## config.mk

```make
export PLATFORM = sky130hd
export DESIGN_NAME = hazard_ctrl
export DESIGN_NICKNAME = d
export VERILOG_FILES = /design/src/rtl/hazard_pkg.sv /design/src/rtl/hazard_stat_ctr.sv /design/src/rtl/hazard_ctrl.sv
export SDC_FILE = /design/constraint.sdc
export NUM_CORES = 1
export LEC_CHECK = 0
export BUFFER_PORTS_ARGS = -buffer_cell sky130_fd_sc_hd__buf_2
export CORE_AREA = 2 2 39 41
export DETAILED_ROUTE_END_ITERATION = 7
export DIE_AREA = 0 0 41 43
export PLACE_DENSITY = 0.66
export SLEW_MARGIN = 10
export SYNTH_ARGS = -nofsm -noshare
export SYNTH_HDL_FRONTEND = slang
export SYNTH_SLANG_ARGS = --single-unit
```

## constraint.sdc

```tcl
create_clock -name clk_i -period 1 [get_ports clk_i]
set_input_delay 0 -clock clk_i [delete_from_list [all_inputs] [get_ports clk_i]]
set_output_delay 0 -clock clk_i [all_outputs]
set_load 0.02 [all_outputs]
```

## src/rtl/hazard_pkg.sv

```systemverilog
// Shared types and limits for the pipeline hazard sequencer.
// Used by hazard_ctrl and by hazard_stat_ctr (built only when HAZARD_STATS_EN is defined).
package hazard_pkg;

    typedef enum logic [0:0] {
        IDLE,
        LU_STALL
    } hazard_state_t;

    localparam int unsigned LU_STALL_MAX = 7;
    localparam int unsigned CNT3_W       = 3;

endpackage

```

## src/rtl/hazard_stat_ctr.sv

```systemverilog
// Saturating enable counter for hazard statistics (HAZARD_STATS_EN builds only).
module hazard_stat_ctr #(
    parameter int unsigned CNT_W = 32
) (
    input  logic             clk_i,
    input  logic             rst_i,
    input  logic             en_i,
    output logic [CNT_W-1:0] cnt_o
);

    always_ff @(posedge clk_i or negedge rst_i) begin
        if (!rst_i) begin
            cnt_o <= '0;
        end else if (en_i && (cnt_o != '1)) begin
            cnt_o <= cnt_o + 1'b1;
        end
    end

endmodule

```

## src/rtl/hazard_ctrl.sv

```systemverilog
// Pipeline hazard sequencer: load-use bubbles, taken-branch flush, D-memory wait hold.
// Optional statistics counters are built when HAZARD_STATS_EN is defined.
module hazard_ctrl
    import hazard_pkg::*;
#(
    parameter int unsigned LU_STALL_CYCLES = 1,
    parameter int unsigned REG_AW          = 5,
    parameter int unsigned CNT_W           = 32
) (
    input  logic              clk_i,
    input  logic              rst_i,
    input  logic [REG_AW-1:0] ifid_rs1_i,
    input  logic [REG_AW-1:0] ifid_rs2_i,
    input  logic [REG_AW-1:0] idex_rd_i,
    input  logic              idex_memread_i,
    input  logic              branch_taken_i,
    input  logic              mem_stall_i,
    output logic              pc_write_o,
    output logic              ifid_write_o,
    output logic              ifid_flush_o,
    output logic              idex_bubble_o,
    output logic              pipe_hold_o
`ifdef HAZARD_STATS_EN
    ,
    output logic [CNT_W-1:0]  stall_cnt_o,
    output logic [CNT_W-1:0]  flush_cnt_o
`endif
);

    if (LU_STALL_CYCLES < 1 || LU_STALL_CYCLES > LU_STALL_MAX || CNT_W < 1) begin : gBadCfg
        $error("hazard_ctrl: LU_STALL_CYCLES must be 1..7 and CNT_W nonzero");
    end

    hazard_state_t     st, stNext;
    logic [CNT3_W-1:0] cnt, cntNext;
    logic              lu;

    assign lu = idex_memread_i && (idex_rd_i != '0)
             && ((idex_rd_i == ifid_rs1_i) || (idex_rd_i == ifid_rs2_i));

    always_ff @(posedge clk_i or negedge rst_i) begin
        if (!rst_i) begin
            st  <= IDLE;
            cnt <= '0;
        end else begin
            st  <= stNext;
            cnt <= cntNext;
        end
    end

    // Outputs are also gated by rst_i so enables return to 1 while reset is held.
    always_comb begin
        stNext        = st;
        cntNext       = cnt;
        pc_write_o    = 1'b1;
        ifid_write_o  = 1'b1;
        ifid_flush_o  = 1'b0;
        idex_bubble_o = 1'b0;
        pipe_hold_o   = 1'b0;
        if (!rst_i) begin
            stNext  = IDLE;
            cntNext = '0;
        end else if (mem_stall_i) begin
            pc_write_o   = 1'b0;
            ifid_write_o = 1'b0;
            pipe_hold_o  = 1'b1;
        end else if (st == LU_STALL) begin
            pc_write_o    = 1'b0;
            ifid_write_o  = 1'b0;
            idex_bubble_o = 1'b1;
            cntNext       = cnt - 1'b1;
            if (cnt == CNT3_W'(1)) begin
                stNext = IDLE;
            end
        end else if (lu) begin
            pc_write_o    = 1'b0;
            ifid_write_o  = 1'b0;
            idex_bubble_o = 1'b1;
            if (LU_STALL_CYCLES > 1) begin
                stNext  = LU_STALL;
                cntNext = CNT3_W'(LU_STALL_CYCLES - 1);
            end
        end else if (branch_taken_i) begin
            ifid_flush_o = 1'b1;
        end
    end

`ifdef HAZARD_STATS_EN
    hazard_stat_ctr #(.CNT_W(CNT_W)) uStallCtr (
        .clk_i (clk_i),
        .rst_i (rst_i),
        .en_i  (!pc_write_o),
        .cnt_o (stall_cnt_o)
    );

    hazard_stat_ctr #(.CNT_W(CNT_W)) uFlushCtr (
        .clk_i (clk_i),
        .rst_i (rst_i),
        .en_i  (ifid_flush_o),
        .cnt_o (flush_cnt_o)
    );
`endif

endmodule

```

## Yosys cells after proc, flatten, opt, wreduce, memory -nomap -nowiden

Index checks and enable logic that the tools add are counted.

| word-level totals | value |
|---|---|
| flip-flop bits (word level) | 4 |
| input bits | 20 |
| logic and storage cells | 35 |

| cells by class | value |
|---|---|
| add/subtract/negate cells | 1 |
| equal/unequal tests | 5 |
| muxes and demuxes | 22 |
| reduce and logical (&&, ||, !) cells | 5 |

Operator list:

| operator | number |
|---|---|
| 1-bit 2-to-1 mux | 19 |
| 5-bit equality test | 2 |
| 3-bit 2-to-1 mux | 3 |
| 5-bit nonzero test | 1 |
| 3-bit by 1-bit equality test with 1-bit output (second input constant) | 1 |
| 3-bit by 1-bit subtractor with 3-bit output (second input constant) | 1 |
| 1-bit logical AND | 2 |
| 2-bit by 1-bit != test with 1-bit output (second input constant) | 1 |
| 2-bit != test (second input constant) | 1 |
| 2-bit AND reduction | 1 |
| 1-bit logical OR | 1 |

## Depth between registers and ports, before layout

Gate-level depths: netlist of the first run.

| depth | value |
|---|---|
| depth in word-level cells | 7 |
| mapped depth | 5 |

## Worst setup path after synthesis of the first run

OpenSTA, ideal clock, no wires.

| timing | value |
|---|---|
| path type | input -> output |
| from | input port idex_rd_i[1] |
| to | output port pc_write_o |
| arrival time | 1380 ps |
| setup slack | -380 ps |
| stages on the path | 4 |
| buffers on the path | 1 |
| cells stage by stage | or4_1 -> o21a_1 -> a31oi_1 -> buf_4 |

| between the ends | value |
|---|---|
| longest elaborated chain between the ends | 7 |

Ends and longest elaborated chain:

| item | RTL line | RTL |
|---|---|---|
| start, declared | hazard_ctrl.sv:14 | `input logic [REG_AW-1:0] idex_rd_i,` |
| 5-bit equality test or 5-bit nonzero test (tied branches) | hazard_ctrl.sv:39, hazard_ctrl.sv:38 |  |
| 1-bit logical OR or 1-bit logical AND (tied branches) | hazard_ctrl.sv:39, hazard_ctrl.sv:38 |  |
| 1-bit logical AND * | hazard_ctrl.sv:39 | `&& ((idex_rd_i == ifid_rs1_i) \|\| (idex_rd_i == ifid_rs2_i));` |
| 1-bit 2-to-1 mux * (4 in series) | n/a |  |
| end, declared | hazard_ctrl.sv:18 | `output logic pc_write_o,` |

Mark *: on every way between the ends. The rest lies on a longest branch, timed or not.

## Worst setup path after layout of the first run

| timing | value |
|---|---|
| from | input port idex_rd_i[4] |
| to | output port idex_bubble_o |

| between the ends | value |
|---|---|
| longest elaborated chain between the ends | 7 |

Ends and longest elaborated chain:

| item | RTL line | RTL |
|---|---|---|
| 5-bit equality test or 5-bit nonzero test (tied branches) | hazard_ctrl.sv:39, hazard_ctrl.sv:38 |  |
| 1-bit logical OR or 1-bit logical AND (tied branches) | hazard_ctrl.sv:39, hazard_ctrl.sv:38 |  |
| 1-bit logical AND * | hazard_ctrl.sv:39 |  |
| 1-bit 2-to-1 mux * | hazard_ctrl.sv:75 | `end else if (lu) begin` |
| 1-bit 2-to-1 mux * | hazard_ctrl.sv:67 | `end else if (st == LU_STALL) begin` |
| 1-bit 2-to-1 mux * | hazard_ctrl.sv:63 | `end else if (mem_stall_i) begin` |
| 1-bit 2-to-1 mux * | hazard_ctrl.sv:60 | `if (!rst_i) begin` |
| end, declared | hazard_ctrl.sv:21 | `output logic idex_bubble_o,` |

Marks and branches as above.

==> impl_metrics.py, run 1 <==
metrics = {
    "synth": {
        "synth_cell_types": 21,
        "synthesis.area_sq_um": 389,
        "synth.most_common_cell": "xnor2_1",
        "synth_area_leaders": "xnor2_1 (27%), dfrtp_1 (26%), and2_1 (6.4%)",
        "async_reset_ff_frac": 1.00,
        "ys.flop_type": "dfrtp_1",
        "synth_top_cell_area_share": 0.270,
        "synth_top_area_cell": "xnor2_1",
        "synthCells": 46,
        "synth_area_per_cell_sq_um": 8.46,
        "yosys_warnings": 0,
        "synth-edff-count": 0,
        "yosysSeqAreaShare": 0.257,
        "ys_ff_latch": 4,
        "synth_common_cells": "xnor2_1 (12), nand2_1 (5), and2_1 (4), dfrtp_1 (4)",
        "synth_fp_nets": 68,
    },
    "power": {
        "power_frac_comb": 0.361,
        "p_int_uw": 412,
        "p_seq_frac": 0.294,
        "switchingPower_uw": 142,
        "powerDensity_mw_per_mm2": 743,
        "p_leak_uw": 0.000339,
        "clockPowerShare": 0.345,
        "peakVddDrop_mv": 0.519,
        "netSwitchingFraction": 0.256,
    },
    "setup_path": {
        "critPathSlowestCell": "or4_4",
        "crit_path_end_kind": "primary output",
        "critical_path_arrival_ns": 1.27,
        "slowest_delay_ns": 0.52,
        "path_common_cell": "buf_6",
        "path_cells": "buf_6, or4_4, o21a_4, and2_4, a22o_1, buf_6",
        "worstSetupPathType": "in2out",
        "critPathLaunchType": "input pin",
        "worst_ep_required_time_ns": 1.00,
        "crit_path_max_fanout": 3,
    },
    "drt": {
        "via_count": 449,
        "route.detailed.drc": 0,
        "first_pass_iters": 2,
        "via_per_inst": 4.45,
        "drtIter0Drc": 1,
        "drtAntennaViolNets": 0,
        "wl_per_cell_microns": 10.6,
        "wirelength_mm": 1.07,
    },
    "timing": {
        "grt_setup_unrepaired": "true",
        "relSlewSlack": 0.870,
        "skew_ns": 0.0000431,
        "tns_ns": -1.04,
        "setup_viol": 5,
        "finalHoldViolCount": 0,
        "slew_viol_final": 0,
        "timing.final.crit_share": 1.27,
        "finalCriticalPeriod_ns": 1.27,
        "layout_setup_ws_ns": -0.273,
        "tightest_slew_ns": 0.194,
        "timing.fmax_mhz": 785,
    },
    "job": {
        "cap_violations": 0,
    },
    "cts": {
        "cts-root-buf": "clkbuf_4",
        "clkLatencyLatePin_ns": 0.23,
        "clock_sinks": 4,
        "clockBufferDepth": 2,
        "ctsHtreeMaxLevel": 1,
        "cts_tree": "built",
        "clkTransAtPathRegs_ns": 0.03,
        "cts_buffers": 3,
    },
    "worst_hold_path": {
        "hold_class": "in2reg",
    },
    "status": {
        "violations": "negative setup slack",
        "status": "complete, but fails checks",
    },
    "placed_design": {
        "place.port_buffers": 24,
        "place_area_sq_um": 619,
        "hpwl_microns": 788,
        "place_congestion": 0.752,
    },
    "floorplanning": {
        "die_h_microns": 43,
        "core_sq_mm": 0.00138,
        "start_util": 0.281,
        "rows": 14,
        "die-area_sq_mm": 0.00176,
        "die_w_microns": 41,
        "ios": 25,
    },
    "global_route": {
        "grt_pass1_wl_mm": 1.40,
        "antenna_found_initial": 0,
        "grt_max_degree": 7,
        "gr-total-overflow": 0,
        "grt_pass1_vias": 413,
        "grt_usage": 0.115,
    },
    "cells_and_area": {
        "antennaDiodeCount": 0,
        "nNetsFinal": 109,
        "regArea_sq_um": 100,
        "area_delta_synth_final_pct": 91.6,
        "drive_gt1_frac": 0.588,
        "multi_input_area_sq_um": 340,
        "fillers": 130,
        "stdcell_area_sq_um": 746,
    },
}
==> logic make-up (layout without fill, tap and decap cells) <==
kind of cell,count (synthesis),after routing,share of synthesized area
simple gates,18,18,0.251
xor+xnor,12,12,0.270
compound gates,7,7,0.119
flops,4,4,0.257
buf+inv,3,42,0.0386
fa+ha+maj,2,2,0.0643
==> worst max-delay path: cells and delay by family <==
family | cells | cell delay, ns
AOI/OAI and AO/OA | 2 | 0.40
and+or+nand+nor | 2 | 0.65
buffers and inverters | 2 | 0.22
==> cell usage in the layout, fill, tap and decap left out, drive strengths merged, types with 2 or more instances in the layout <==
cell type / instances
and2: 5
buf: 36
clkbuf: 3
dfrtp: 4
ha: 2
inv: 2
nand2: 5
nand2b: 2
nand3: 2
xnor2: 12
==> power by group through the flow <==
stage | clock network, uW | registers, uW | logic (uW)
5_1_grt | 206 | 163 | 218
2_1_floorplan | 0 | 165 | 84.7
4_1_cts | 205 | 163 | 192
3_3_place_gp | 0 | 165 | 173
3_5_place_dp | 0 | 165 | 174
6_report | 191 | 163 | 200
==> per-layer routing <==
layer  part of all wire  wire [microns]  vias to the layer above  global-route usage
li1                   -               -                      233                   -
met5                  0               0                        -                   0
met2               0.51             544                       22               0.206
met1               0.39             418                      194               0.127
met4                  0               0                        0              0.0600
met3              0.099             106                        0                   0
==> flip-flops by register name, indices dropped and copies added (netlist names) <==
register  flops
cnt           3
st            1
==> stage by stage <==
stage          power (uW)  setup slack (ns)  std cells  hold slack, ns  utilization
2_1_floorplan         250            -0.155         46          -0.296            -
6_report              554            -0.273        101          0.0844        0.539
4_1_cts               559            -0.291        101          0.0690        0.509
3_5_place_dp          339            -0.344         95          -0.177        0.448
3_3_place_gp          337            -0.323         95          -0.179        0.448
5_1_grt               586            -0.306        101          0.0973        0.539
==> final timing paths <==
check,from,end,slack (ns),depth (start not counted)
worst max-delay path,idex_rd_i[4],idex_bubble_o,-0.27,6
worst min-delay path,rst_i,st$_DFFE_PN0N_,0.08,3
worst max register to register,cnt[1]$_DFFE_PN0P_,cnt[2]$_DFFE_PN0P_,-0.07,5
worst min register to register,cnt[2]$_DFFE_PN0P_,st$_DFFE_PN0N_,0.56,2
max in group asynchronous,rst_i,cnt[1]$_DFFE_PN0P_,0.57,3
min in group asynchronous,rst_i,st$_DFFE_PN0N_,0.17,2
==> timing repair <==
| item | in CTS | in global routing |
|---|---|---|
| buffers inserted | 2 | 1 |
| gates resized for setup | 12 | 10 |
| hold buffers | 1 | 0 |
| hold endpoints to repair | 4 | 0 |
| pin swaps | 7 | 9 |
| setup endpoints to repair | 6 | 7 |
==> layout make-up <==
cell class	count	area share
multi-input combinational	39	0.456
timing repair buffer	37	0.342
sequential	4	0.134
clock buffer	3	0.0302
tap	16	0.0268
inverter	2	0.0101
No activity file was read; power rests on OpenSTA's default activity.
==> inputs of run 2 (changes only) <==
- PLACE_DENSITY: 0.66 -> 0.59
==> impl_metrics.py, run 2 (same netlist as run 1, synthesis figures left out) <==
metrics = {
    "setup_path": {
        "worst_ep_required_time_ns": 1.00,
        "crit_family": "simple AND/OR/NAND/NOR gates",
        "reg2reg_depth": 5,
        "worstReg2RegEnd": "cnt[2]$_DFFE_PN0P_",
        "critical_path_arrival_ns": 1.28,
        "critPathSlowestCell": "or4_4",
        "slowest_delay_ns": 0.51,
        "endpoint": "idex_bubble_o",
        "rrSetupSlack_ns": -0.04,
        "worstSetupStartpoint": "idex_rd_i[4]",
        "path_common_cell": "buf_6",
        "crit_path_end_kind": "primary output",
        "critPathLaunchType": "input pin",
        "path_cells": "buf_6, or4_4, o21a_1, and2_1, a22o_1, buf_6",
        "r2r-start": "cnt[0]$_DFFE_PN0P_",
        "critPathBufInv": 2,
        "worstSetupPathDepth": 6,
        "worstSetupPathType": "in2out",
        "crit_path_max_fanout": 3,
    },
    "timing": {
        "finalCriticalPeriod_ns": 1.28,
        "hold_ws_ns": 0.0789,
        "grt_setup_unrepaired": "true",
        "setup_viol": 5,
        "relSlewSlack": 0.869,
        "finalHoldViolCount": 0,
        "timing.fmax_mhz": 783,
        "layout_setup_ws_ns": -0.277,
        "timing.final.crit_share": 1.28,
        "tightest_slew_ns": 0.196,
        "skew_ns": 0.00118,
        "tns_ns": -1.01,
        "slew_viol_final": 0,
    },
    "floorplanning": {
        "start_util": 0.281,
        "die-area_sq_mm": 0.00176,
        "die_w_microns": 41,
        "die_h_microns": 43,
        "ios": 25,
        "core_sq_mm": 0.00138,
        "rows": 14,
    },
    "power": {
        "clockPowerShare": 0.346,
        "netSwitchingFraction": 0.255,
        "peakVddDrop_mv": 0.506,
        "switchingPower_uw": 140,
        "p_leak_uw": 0.000324,
        "power_frac_comb": 0.356,
        "p_int_uw": 407,
        "powerDensity_mw_per_mm2": 764,
        "p_seq_frac": 0.298,
    },
    "cells_and_area": {
        "largestRegisters": "cnt (3), st (1)",
        "layout_common_cells": "buf_2 (18), xnor2_1 (12), buf_4 (11)",
        "drive_gt1_frac": 0.542,
        "nNetsFinal": 107,
        "fillers": 151,
        "area_delta_synth_final_pct": 83.9,
        "largest_register_ffs": 3,
        "final_common_cell": "buf_2",
        "antennaDiodeCount": 0,
        "top_register": "cnt",
    },
    "cts": {
        "clkTransAtPathRegs_ns": 0.03,
        "cts-root-buf": "clkbuf_4",
        "clockBufferDepth": 2,
        "ctsHtreeMaxLevel": 1,
        "cts_tree": "built",
        "cts_buffers": 3,
        "clkLatencyLatePin_ns": 0.23,
        "clock_sinks": 4,
    },
    "global_route": {
        "antenna_found_initial": 0,
        "grt_pass1_vias": 426,
        "gr-total-overflow": 0,
        "grt_pass1_wl_mm": 1.45,
        "grt_max_degree": 7,
        "grt_usage": 0.126,
    },
    "drt": {
        "wirelength_mm": 1.06,
        "route.detailed.drc": 0,
        "first_pass_iters": 2,
        "via_count": 439,
        "wl_per_cell_microns": 10.7,
        "drtIter0Drc": 3,
        "drtAntennaViolNets": 0,
        "via_per_inst": 4.43,
    },
    "placed_design": {
        "hpwl_microns": 778,
        "place.port_buffers": 24,
        "place_congestion": 0.742,
    },
    "worst_hold_path": {
        "hold_class": "in2reg",
        "min-delay-start": "rst_i",
    },
    "status": {
        "status": "complete, but fails checks",
        "violations": "negative setup slack",
    },
    "job": {
        "cap_violations": 0,
    },
}
-- run 2: changes by cell type in the layout (fill, tap and decap cells not counted), sizes merged --
cell | previous run | this run
buf | 36 | 34
-- run 2: power by group through the flow --
stage / logic [uW] / clock network, uW / registers (uW)
2_1_floorplan: 84.7 / 0 / 165
3_3_place_gp: 173 / 0 / 165
3_5_place_dp: 174 / 0 / 165
4_1_cts: 189 / 204 / 163
5_1_grt: 212 / 206 / 163
6_report: 195 / 189 / 163
-- run 2: repair_timing --
action / CTS / global route
pin swaps: 5 / 8
hold buffers: 1 / 0
setup endpoints to repair: 6 / 7
resized for setup: 10 / 8
hold endpoints to repair: 4 / 0
buffers inserted: 1 / 0
-- run 2: worst min-delay path by stage --
stage                              end  slack, ns  depth (start not counted)
detailed placement      st$_DFFE_PN0N_      -0.18                          1
finish                  st$_DFFE_PN0N_       0.08                          3
CTS                     st$_DFFE_PN0N_       0.07                          3
global placement        st$_DFFE_PN0N_      -0.18                          1
floorplan           cnt[0]$_DFFE_PN0P_      -0.30                          0
global route            st$_DFFE_PN0N_        0.1                          3
-- run 2: final cells by class --
| class | count | area (sq um) | area share |
|---|---|---|---|
| multi-input combinational | 39 | 327 | 0.456 |
| timing repair buffer | 35 | 239 | 0.334 |
| sequential | 4 | 100 | 0.140 |
| clock buffer | 3 | 22.5 | 0.0315 |
| tap | 16 | 20.0 | 0.0280 |
| inverter | 2 | 7.51 | 0.0105 |
-- run 2: worst register-to-register path: cells and delay by family (launching register included) --
kind          cells  cell delay, ns
flops             1            0.37
simple gates      2            0.23
xor+xnor          1            0.13
fa+ha+maj         1            0.12
buf+inv           1            0.07
-- run 2: per-stage QoR --
step | instances | area (sq um) | total power, uW | utilization | setup WS (ns)
after CTS | 100 | 699 | 556 | 0.505 | -0.285
after global placement | 95 | 619 | 338 | 0.448 | -0.310
after floorplan | 46 | 412 | 250 | - | -0.155
final | 99 | 716 | 547 | 0.517 | -0.277
after detailed placement | 95 | 619 | 339 | 0.448 | -0.323
after global routing | 99 | 716 | 581 | 0.517 | -0.320
-- run 2: metal layers --
layer  vias up  global-route usage  share of wire
met2        21               0.234           0.52
met4         0              0.0800              0
met5         -                   0              0
met3         0              0.0314          0.097
met1       190               0.105           0.38
li1        228                   -              -
